## config.mk

```make
export PLATFORM = sky130hd
export DESIGN_NAME = uart_rx_ctrl
export DESIGN_NICKNAME = d
export VERILOG_FILES = /design/src/rtl/uart_rx_ctrl.sv
export SDC_FILE = /design/constraint.sdc
export NUM_CORES = 1
export LEC_CHECK = 0
export ABC_AREA = 0
export CAP_MARGIN = 20
export CORE_UTILIZATION = 35
export DETAILED_ROUTE_END_ITERATION = 12
export PLACE_DENSITY = 0.54
export SYNTH_ARGS = -nofsm -noshare
export SYNTH_HDL_FRONTEND = slang
export SYNTH_SLANG_ARGS = --single-unit
```

## constraint.sdc

```tcl
create_clock -name CLK -period 4.8 [get_ports CLK]
set_clock_uncertainty 0.1 [all_clocks]
set_input_delay 1.2 -clock CLK [delete_from_list [all_inputs] [get_ports CLK]]
set_output_delay 1.2 -clock CLK [all_outputs]
set_load 0.02 [all_outputs]
```

## src/rtl/uart_rx_ctrl.sv

```systemverilog
`default_nettype none
// ============================================================================
// Module   : uart_rx_ctrl
// Purpose  : UART receive sequencer: start detect, oversampled bit timing,
//            LSB-first deserialisation, parity/stop checking, result pulses.
// Revision : 1.0  initial release
// ============================================================================
module uart_rx_ctrl #(
    parameter int DATA_WIDTH = 8,
    parameter int PRESCALE_W = 6
) (
    input  logic                  CLK,
    input  logic                  RST,
    input  logic                  RX_IN,
    input  logic                  sampled_bit,
    input  logic [PRESCALE_W-1:0] Prescale,
    input  logic                  PAR_EN,
    input  logic                  PAR_TYP,
    output logic                  data_sample_en,
    output logic [DATA_WIDTH-1:0] P_DATA,
    output logic                  data_valid,
    output logic                  par_err,
    output logic                  stp_err,
    output logic                  strt_glitch,
    output logic                  busy
);

    localparam int                    c_BIT_W    = (DATA_WIDTH > 1) ? $clog2(DATA_WIDTH) : 1;
    localparam logic [c_BIT_W-1:0]    c_LAST_BIT = c_BIT_W'(DATA_WIDTH - 1);
    localparam logic [PRESCALE_W-1:0] c_MIN_P    = PRESCALE_W'(8);

    typedef enum logic [2:0] {
        S_IDLE   = 3'd0,
        S_START  = 3'd1,
        S_DATA   = 3'd2,
        S_PARITY = 3'd3,
        S_STOP   = 3'd4,
        S_DONE   = 3'd5
    } state_t;

    state_t                  r_state;
    state_t                  w_next;
    logic [PRESCALE_W-1:0]   r_edge_cnt;
    logic [PRESCALE_W-1:0]   r_p;
    logic [c_BIT_W-1:0]      r_bit_cnt;
    logic [DATA_WIDTH-1:0]   r_shift;
    logic                    r_par_en;
    logic                    r_par_typ;
    logic                    r_par_fail;

    logic [PRESCALE_W-1:0]   w_p_in;
    logic [PRESCALE_W-1:0]   w_half;
    logic [PRESCALE_W-1:0]   w_check;
    logic [PRESCALE_W-1:0]   w_last;
    logic                    w_check_edge;
    logic                    w_last_edge;
    logic                    w_in_frame;
    logic                    w_start;

    // Odd ratios are rounded down to even so the mid-bit point is exact.
    assign w_p_in       = (Prescale < c_MIN_P) ? c_MIN_P : {Prescale[PRESCALE_W-1:1], 1'b0};
    assign w_half       = r_p >> 1;
    assign w_check      = w_half + PRESCALE_W'(1);
    assign w_last       = r_p - PRESCALE_W'(1);
    assign w_check_edge = (r_edge_cnt == w_check);
    assign w_last_edge  = (r_edge_cnt == w_last);
    assign w_start      = (r_state == S_IDLE) && !RX_IN;

    assign w_in_frame   = (r_state == S_START) || (r_state == S_DATA) ||
                          (r_state == S_PARITY) || (r_state == S_STOP);

    assign data_sample_en = w_in_frame &&
                            ((r_edge_cnt == w_half - PRESCALE_W'(2)) ||
                             (r_edge_cnt == w_half - PRESCALE_W'(1)) ||
                             (r_edge_cnt == w_half));

    assign busy = (r_state != S_IDLE);

    always_ff @(posedge CLK) begin
        if (RST) begin
            r_state <= S_IDLE;
        end else begin
            r_state <= w_next;
        end
    end

    always_comb begin
        w_next = r_state;
        case (r_state)
            S_IDLE: begin
                if (!RX_IN) w_next = S_START;
            end
            S_START: begin
                if (w_check_edge && sampled_bit) w_next = S_IDLE;
                else if (w_last_edge)            w_next = S_DATA;
            end
            S_DATA: begin
                if (w_last_edge && (r_bit_cnt == c_LAST_BIT))
                    w_next = r_par_en ? S_PARITY : S_STOP;
            end
            S_PARITY: begin
                if (w_last_edge) w_next = S_STOP;
            end
            // Leaving at mid-stop-bit gives time to catch a back-to-back start.
            S_STOP: begin
                if (w_check_edge) w_next = S_DONE;
            end
            S_DONE:  w_next = S_IDLE;
            default: w_next = S_IDLE;
        endcase
    end

    always_ff @(posedge CLK) begin
        if (RST) begin
            r_edge_cnt  <= '0;
            r_p         <= c_MIN_P;
            r_bit_cnt   <= '0;
            r_shift     <= '0;
            r_par_en    <= 1'b0;
            r_par_typ   <= 1'b0;
            r_par_fail  <= 1'b0;
            P_DATA      <= '0;
            data_valid  <= 1'b0;
            par_err     <= 1'b0;
            stp_err     <= 1'b0;
            strt_glitch <= 1'b0;
        end else begin
            data_valid  <= 1'b0;
            par_err     <= 1'b0;
            stp_err     <= 1'b0;
            strt_glitch <= 1'b0;

            if (r_state == S_IDLE || w_last_edge) begin
                r_edge_cnt <= '0;
            end else begin
                r_edge_cnt <= r_edge_cnt + PRESCALE_W'(1);
            end

            if (w_start) begin
                r_p        <= w_p_in;
                r_par_en   <= PAR_EN;
                r_par_typ  <= PAR_TYP;
                r_par_fail <= 1'b0;
                r_bit_cnt  <= '0;
            end

            case (r_state)
                S_START: begin
                    if (w_check_edge && sampled_bit) strt_glitch <= 1'b1;
                    if (w_last_edge)                 r_bit_cnt   <= '0;
                end
                S_DATA: begin
                    if (w_check_edge) r_shift   <= {sampled_bit, r_shift[DATA_WIDTH-1:1]};
                    if (w_last_edge)  r_bit_cnt <= r_bit_cnt + c_BIT_W'(1);
                end
                S_PARITY: begin
                    if (w_check_edge) r_par_fail <= sampled_bit ^ ((^r_shift) ^ r_par_typ);
                end
                S_STOP: begin
                    if (w_check_edge) begin
                        par_err    <= r_par_fail;
                        stp_err    <= ~sampled_bit;
                        data_valid <= sampled_bit & ~r_par_fail;
                        if (sampled_bit && !r_par_fail) P_DATA <= r_shift;
                    end
                end
                default: ;
            endcase
        end
    end

endmodule
`default_nettype wire

```

# == Word-level counts from Yosys, hierarchy flattened ==
# Cells that the tools add are included.
# totals
input_bits,12
latchBits,0
wordCells,82
out_inout_bits,14
mem_count,0
mem_bits_rw,0
regBits,41
rom_bits,0
# classes
n_shift,0
order_cmp,1
n_reduce_logical,22
addsub,6
mul,0
bitwise,8
n_eq_ne,15
mux,17
n_div,0
# ops
cell,n
$mux W3,10
$eq A6 B6 Y1,4
$pmux W3 S5,1
$reduce_xor A8 Y1,1
$add A5 B1 Y6 const B,1
$add A6 B1 Y6 const B,1
$eq A3 B2 Y1 const B,2
$eq A3 B3 Y1 const B,2
$eq A6 B5 Y1,1
$logic_or A1 B1 Y1,6
$lt A6 B4 Y1 const B,1
$mux W6,1
$ne A2 B2 Y1 const B,3
$pmux W3 S2,1
$sub A5 B1 Y6 const B,1
$sub A5 B2 Y6 const B,1
$sub A6 B1 Y6 const B,1
$logic_and A1 B1 Y1,5
$not A1 Y1,5
$reduce_and A5 Y1,1
$mux W1,4
$reduce_or A2 Y1,2
$add A3 B1 Y3 const B,1
$eq A3 B1 Y1 const B,1
other kinds (10),12

# == Logic depth before layout (Yosys ltp) ==
# Gate-level depths: netlist of run 1.
# depth
word_depth,5
mapped_depth,10

# == Least setup slack after synthesis of run 1 ==
# OpenSTA, ideal clock, no wires.
# synth_path
path_kind,register -> output
start,register r_p[2]
end,output data_sample_en
n_path_buf,0
stages_incl_launch_ff,9
required_time_ns,3.500
path_slack_ns,1.541
arrival_time_ns,1.959
cell_sequence,dfxtp_1 inv_1 ha_1 nor3b_1 nand2_1 xnor2_1 a2111oi_0 nand3_1 a21oi_1
# synth_via
elab_chain_cells,5
# synth_rtl
item,line,text
start: declaration,44,logic [PRESCALE_W-1:0] r_p;
start signal: assignment,116,r_p <= c_MIN_P;
start signal: assignment,140,r_p <= w_p_in;
$sub A5 B2 Y6 or $sub A5 B1 Y6 (tied branches),"73, 74",
$eq A6 B6 Y1 (on tied branches),"73, 74",
$logic_or A1 B1 Y1,73,((r_edge_cnt == w_half - PRESCALE_W'(2)) ||
$logic_or A1 B1 Y1 *,74,(r_edge_cnt == w_half - PRESCALE_W'(1)) ||
$logic_and A1 B1 Y1 *,72,assign data_sample_en = w_in_frame &&
end: declaration,19,"output logic data_sample_en,"
# Every way passes the cells marked *; elsewhere a longest branch is shown, timed or not.

# == Worst setup path after layout of run 1 ==
# Ends and elaborated chain as after synthesis.

==> results.toml, run 1 <==
[logic_synthesis]
ys_ff_latch = 40
yosys-top-cells-area = "dfxtp_1, xnor2_1, mux2i_1"
synth.distinct_cells = 54
synth_top_flop_cell = "dfxtp_1"
yosys.area.top_type_share = 0.342
synth_fp_nets = 290
synth.avg_cell_area_um2 = 8.67
synth_compound_area_frac = 0.143
synthArstFlopShare = 0
synth-warning-count = 0
synth_xor_area_frac = 0.131
yosys-mux-area-fraction = 0.0732
synth_fa_ha_area_frac = 0.0428
synth_top_family_by_area = "simple AND/OR/NAND/NOR gates"
synth-simple-area-share = 0.219
synth_edf_count = 0
seq_area_frac_synth = 0.342
syn_area_um2 = 2340
synth_cells = 270
synth_largest_area_cell = "dfxtp_1"

[floorplanning]
die_w_um = 83.8
ioPinCount = 26
start_util = 0.367
die_height_um = 83.8
num_rows = 29
die_area_um2 = 7020
coreArea_um2 = 6390

[hold_path]
min_path_cells = 2
min_path_type = "flop to flop"

[sta]
tightest_slew_ps = 568
max_freq_mhz = 236
min_period_ps = 4240
slew_violations = 0
finalHoldViolations = 0
timing.final.crit_share = 0.883
finalSetupViolCount = 0
rsz0062_at_grt = "false"
slew-limit-headroom = 0.621
tns_ps = 0

[route]
wirelength_um = 5010
drc = 0
first_iter_violations = 88
dr.pass1.iters = 4
num_vias = 1886
drt-vias-per-instance = 5.15
wire_per_inst_um = 13.7
ant_nets = 0

[critical_path]
reg2regPathDepth = 8
arrival_ps = 2940
crit_required_ps = 3500
critPathMaxFanout = 6
start_kind = "flop"
endpoint_kind = "primary output"
crit_type = "flop to primary output"

[grt]
grt_overflow_total = 0
grt_pass1_vias = 1756
grt_start_max_net_pins = 35
antenna_found_initial = 0
grt_use_total = 0.149
grt_pass1_wl_um = 8520

[clock_tree]
tritoncts = "done"
post-cts-setup-buffers = 0
cts-hold-fix-buffers = 0
cts_buffers = 5
clock-root-buffer = "clkbuf_8"
cts_resized = 0
clkTransAtPathRegs_ps = 90
cts_buffer_depth = 2
clk_latency_ps = 290
h-tree-depth = 2
cts.sinks = 40

[finish]
fin_nets = 308
fill_cells = 652
drive_gt1_frac = 0.0865
final_util = 0.429
area_growth_pct = 17.0
multi_input_area_um2 = 1430
final_cell_mix = "dfxtp_1, nor2_1, xnor2_1, clkdlybuf4s50_1, nand2_1"
antenna_cells = 0
ff_latch_area_um2 = 801

[run]
drv_cap = 0

[outcome]
status = "finished clean"

[placement]
place_congestion = 0.862
dpl.hpwl_um = 3520
port_buffers = 24

[power]
power_mw = 1.07
p_leak_nw = 1.16
power_density_nw_per_um2 = 390
max-vdd-ir-drop_uv = 199
==> path summary, 6_finish.rpt <==
| kind | to | from | slack [ps] |
|---|---|---|---|
| max | data_sample_en | r_p[2] | 560 |
| min | par_err | r_par_fail | 370 |
| max reg2reg | r_state[1] | r_p[2] | 2050 |
| min reg2reg | par_err | r_par_fail | 370 |
==> stage by stage <==
step	cells	area [um2]	hold slack, ps	worst slack [ps]
2_1_floorplan	270	2340	331	1540
3_3_place_gp	358	2620	351	897
3_5_place_dp	358	2620	354	882
4_1_cts	366	2740	367	551
5_1_grt	366	2740	402	364
6_report	366	2740	366	561
==> power breakdown <==
group	leakage, nW	switching, mW	internal [mW]
clock	0.0614	0.131	0.170
combinational	0.771	0.204	0.149
sequential	0.324	0.0577	0.356
==> final cells by class <==
cell class | instances | share of cell area
clock inverter | 2 | 0.0142
timing repair buffer | 27 | 0.0959
inverter | 9 | 0.0123
clock buffer | 6 | 0.0301
multi-input combinational | 205 | 0.520
sequential | 40 | 0.292
tap | 77 | 0.0352
==> critical path, stage by stage, from the launching register on <==
cell	delay (ps)
dfxtp_1	390
inv_1	170
ha_1	210
nor3b_1	340
nand2_1	120
xnor2_1	130
a2111oi_0	400
nand3_1	120
a21oi_1	160
clkdlybuf4s50_1	620
==> sequential cells by signal, summed over array words and instances (netlist names) <==
register	cells
r_par_fail	1
r_edge_cnt	6
par_err	1
r_bit_cnt	3
r_par_typ	1
strt_glitch	1
r_shift	8
r_par_en	1
P_DATA	8
data_valid	1
r_p	5
r_state	3
stp_err	1
==> synth_stat cells, types with 2 or more instances <==
library cell,n
xor2_1,11
nand4_1,2
a31oi_1,3
o211ai_1,2
buf_4,2
ha_1,8
a21oi_1,12
dfxtp_1,40
clkbuf_1,7
nor4_1,2
xnor2_1,24
a22o_1,2
nor3_1,6
mux2i_1,16
nor2b_1,3
nand3_1,6
buf_2,5
nand2_1,23
o21ai_0,6
nor3b_1,4
nand4_2,3
inv_1,8
a22oi_1,2
a211oi_1,3
or3_1,2
nor2_1,40
==> routing by layer <==
layer  vias to the layer above  track usage  share of wire
met4                         0       0.0416          0.012
met2                        33        0.225           0.43
li1                        968            -              -
met5                         -            0              0
met3                         5       0.0287          0.037
met1                       880        0.215           0.52
==> cell families (layout without fill, tap and decap cells) <==
kind of cell | after synthesis | count (layout)
XOR/XNOR | 35 | 35
AND/OR/NAND/NOR | 100 | 100
flip-flops | 40 | 40
adder cells (fa/ha/maj) | 8 | 8
AO/OA/AOI/OAI | 45 | 45
buffers and inverters | 25 | 44
multiplexers | 17 | 17
Power figures use the tool's default switching activity.
==> run 2, diff against run 1 <==
CAP_MARGIN = not set   (was 20)
CTS_CLUSTER_DIAMETER = 120   (was not set)
clock period = 4.9 ns   (was 4.8 ns; I/O delays follow)
==> results.toml, run 2 (same netlist as run 1, synthesis figures left out) <==
[outcome]
status = "finished clean"

[floorplanning]
ioPinCount = 26
coreArea_um2 = 6390
start_util = 0.367
die_area_um2 = 7020
die_w_um = 83.8
die_height_um = 83.8
num_rows = 29

[sta]
timing.final.crit_share = 0.892
min_period_ps = 4370
max_freq_mhz = 229
fin_ws_ps = 527
slew-limit-headroom = 0.644
slew_violations = 0
finalHoldViolations = 0
tns_ps = 0
rsz0062_at_grt = "false"
finalSetupViolCount = 0
tightest_slew_ps = 534

[clock_tree]
cts.sinks = 40
post-cts-setup-buffers = 0
clk_latency_ps = 300
clock-root-buffer = "clkbuf_8"
clkTransAtPathRegs_ps = 90
h-tree-depth = 2
cts-hold-fix-buffers = 0
cts_resized = 0
tritoncts = "done"
cts_buffers = 5
cts_buffer_depth = 2

[grt]
grt_use_total = 0.151
grt_pass1_vias = 1874
grt_overflow_total = 0
grt_pass1_wl_um = 8670
antenna_found_initial = 0
grt_start_max_net_pins = 35

[route]
drt-vias-per-instance = 5.17
wirelength_um = 4920
ant_nets = 0
wire_per_inst_um = 13.5
num_vias = 1886
drc = 0
first_iter_violations = 174
dr.pass1.iters = 4

[placement]
pre_cts_ws_ps = 833
port_buffers = 24
dpl.hpwl_um = 3460
place_congestion = 0.867
place_inst = 357

[finish]
final_cell_mix = "dfxtp_1, nor2_1, xnor2_1, clkdlybuf4s50_1, nand2_1"
drive_gt1_frac = 0.0833
final_cells = 365
antenna_cells = 0
fin_nets = 307
fill_cells = 642
reg_top3 = "P_DATA x8, r_shift x8, r_edge_cnt x6"
area_growth_pct = 16.7

[hold_path]
min_path_type = "flop to flop"
holdCritStartpoint = "r_par_fail"

[critical_path]
crit_required_ps = 3580
worstReg2RegStart = "r_p[2]"
crit_type = "flop to primary output"
critPathMaxFanout = 13
reg2regPathDepth = 8
timing.rr.end = "r_state[0]"
start_kind = "flop"
cp-endpoint = "data_sample_en"
endpoint_kind = "primary output"
crit_start = "r_p[3]"
arrival_ps = 3050
ff2ff_setup_slack_ps = 2190

[run]
drv_cap = 0

[power]
max-vdd-ir-drop_uv = 202
power_mw = 1.04
p_leak_nw = 1.15
power_density_nw_per_um2 = 381
run 2: cell count changes in the layout (fill, tap and decap cells not counted):
cell | before | now
buf_4 | 3 | 2
run 2: area by class of cell:
cell class / instances / area, um2 / share of cell area
Timing Repair Buffer: 26 / 255 / 0.0934
Inverter: 9 / 33.8 / 0.0124
Multi-Input combinational cell: 205 / 1430 / 0.522
Tap cell: 77 / 96.3 / 0.0353
Clock buffer: 6 / 82.6 / 0.0302
Clock inverter: 2 / 38.8 / 0.0142
Sequential cell: 40 / 801 / 0.293
run 2: per-layer routing:
metal | wire length (um) | vias up | track usage
met1 | 2520 | 869 | 0.215
li1 | - | 963 | -
met3 | 218 | 7 | 0.0297
met4 | 70 | 0 | 0.0601
met5 | 0 | - | 0
met2 | 2110 | 47 | 0.223
run 2: worst min-delay path by stage:
stage,end,slack (ps),cells after the start
2_1_floorplan,par_err,330,2
3_3_place_gp,par_err,350,2
4_1_cts,par_err,360,2
3_5_place_dp,par_err,350,2
6_report,par_err,360,2
5_1_grt,par_err,400,2
run 2: critical path, stage by stage (launching register included):
cell	delay, ps
dfxtp_1	470
inv_1	220
ha_1	220
nor3b_1	300
nand2_1	110
xnor2_1	130
a2111oi_0	430
nand3_1	130
a21oi_1	130
clkdlybuf4s50_1	610
run 2: stage by stage:
| step | cell area [um2] | hold slack [ps] | util |
|---|---|---|---|
| finish | 2730 | 358 | 0.428 |
| global route | 2730 | 400 | 0.428 |
| CTS | 2730 | 363 | 0.428 |
| detailed placement | 2610 | 352 | 0.409 |
| global placement | 2610 | 350 | 0.409 |
| floorplan | 2340 | 331 | - |
run 2: power by group:
group          switching, mW  internal (mW)  leakage [nW]  total, mW
Combinational          0.194          0.145         0.767      0.339
Sequential            0.0605          0.349         0.324      0.410
Clock                  0.125          0.167        0.0614      0.292
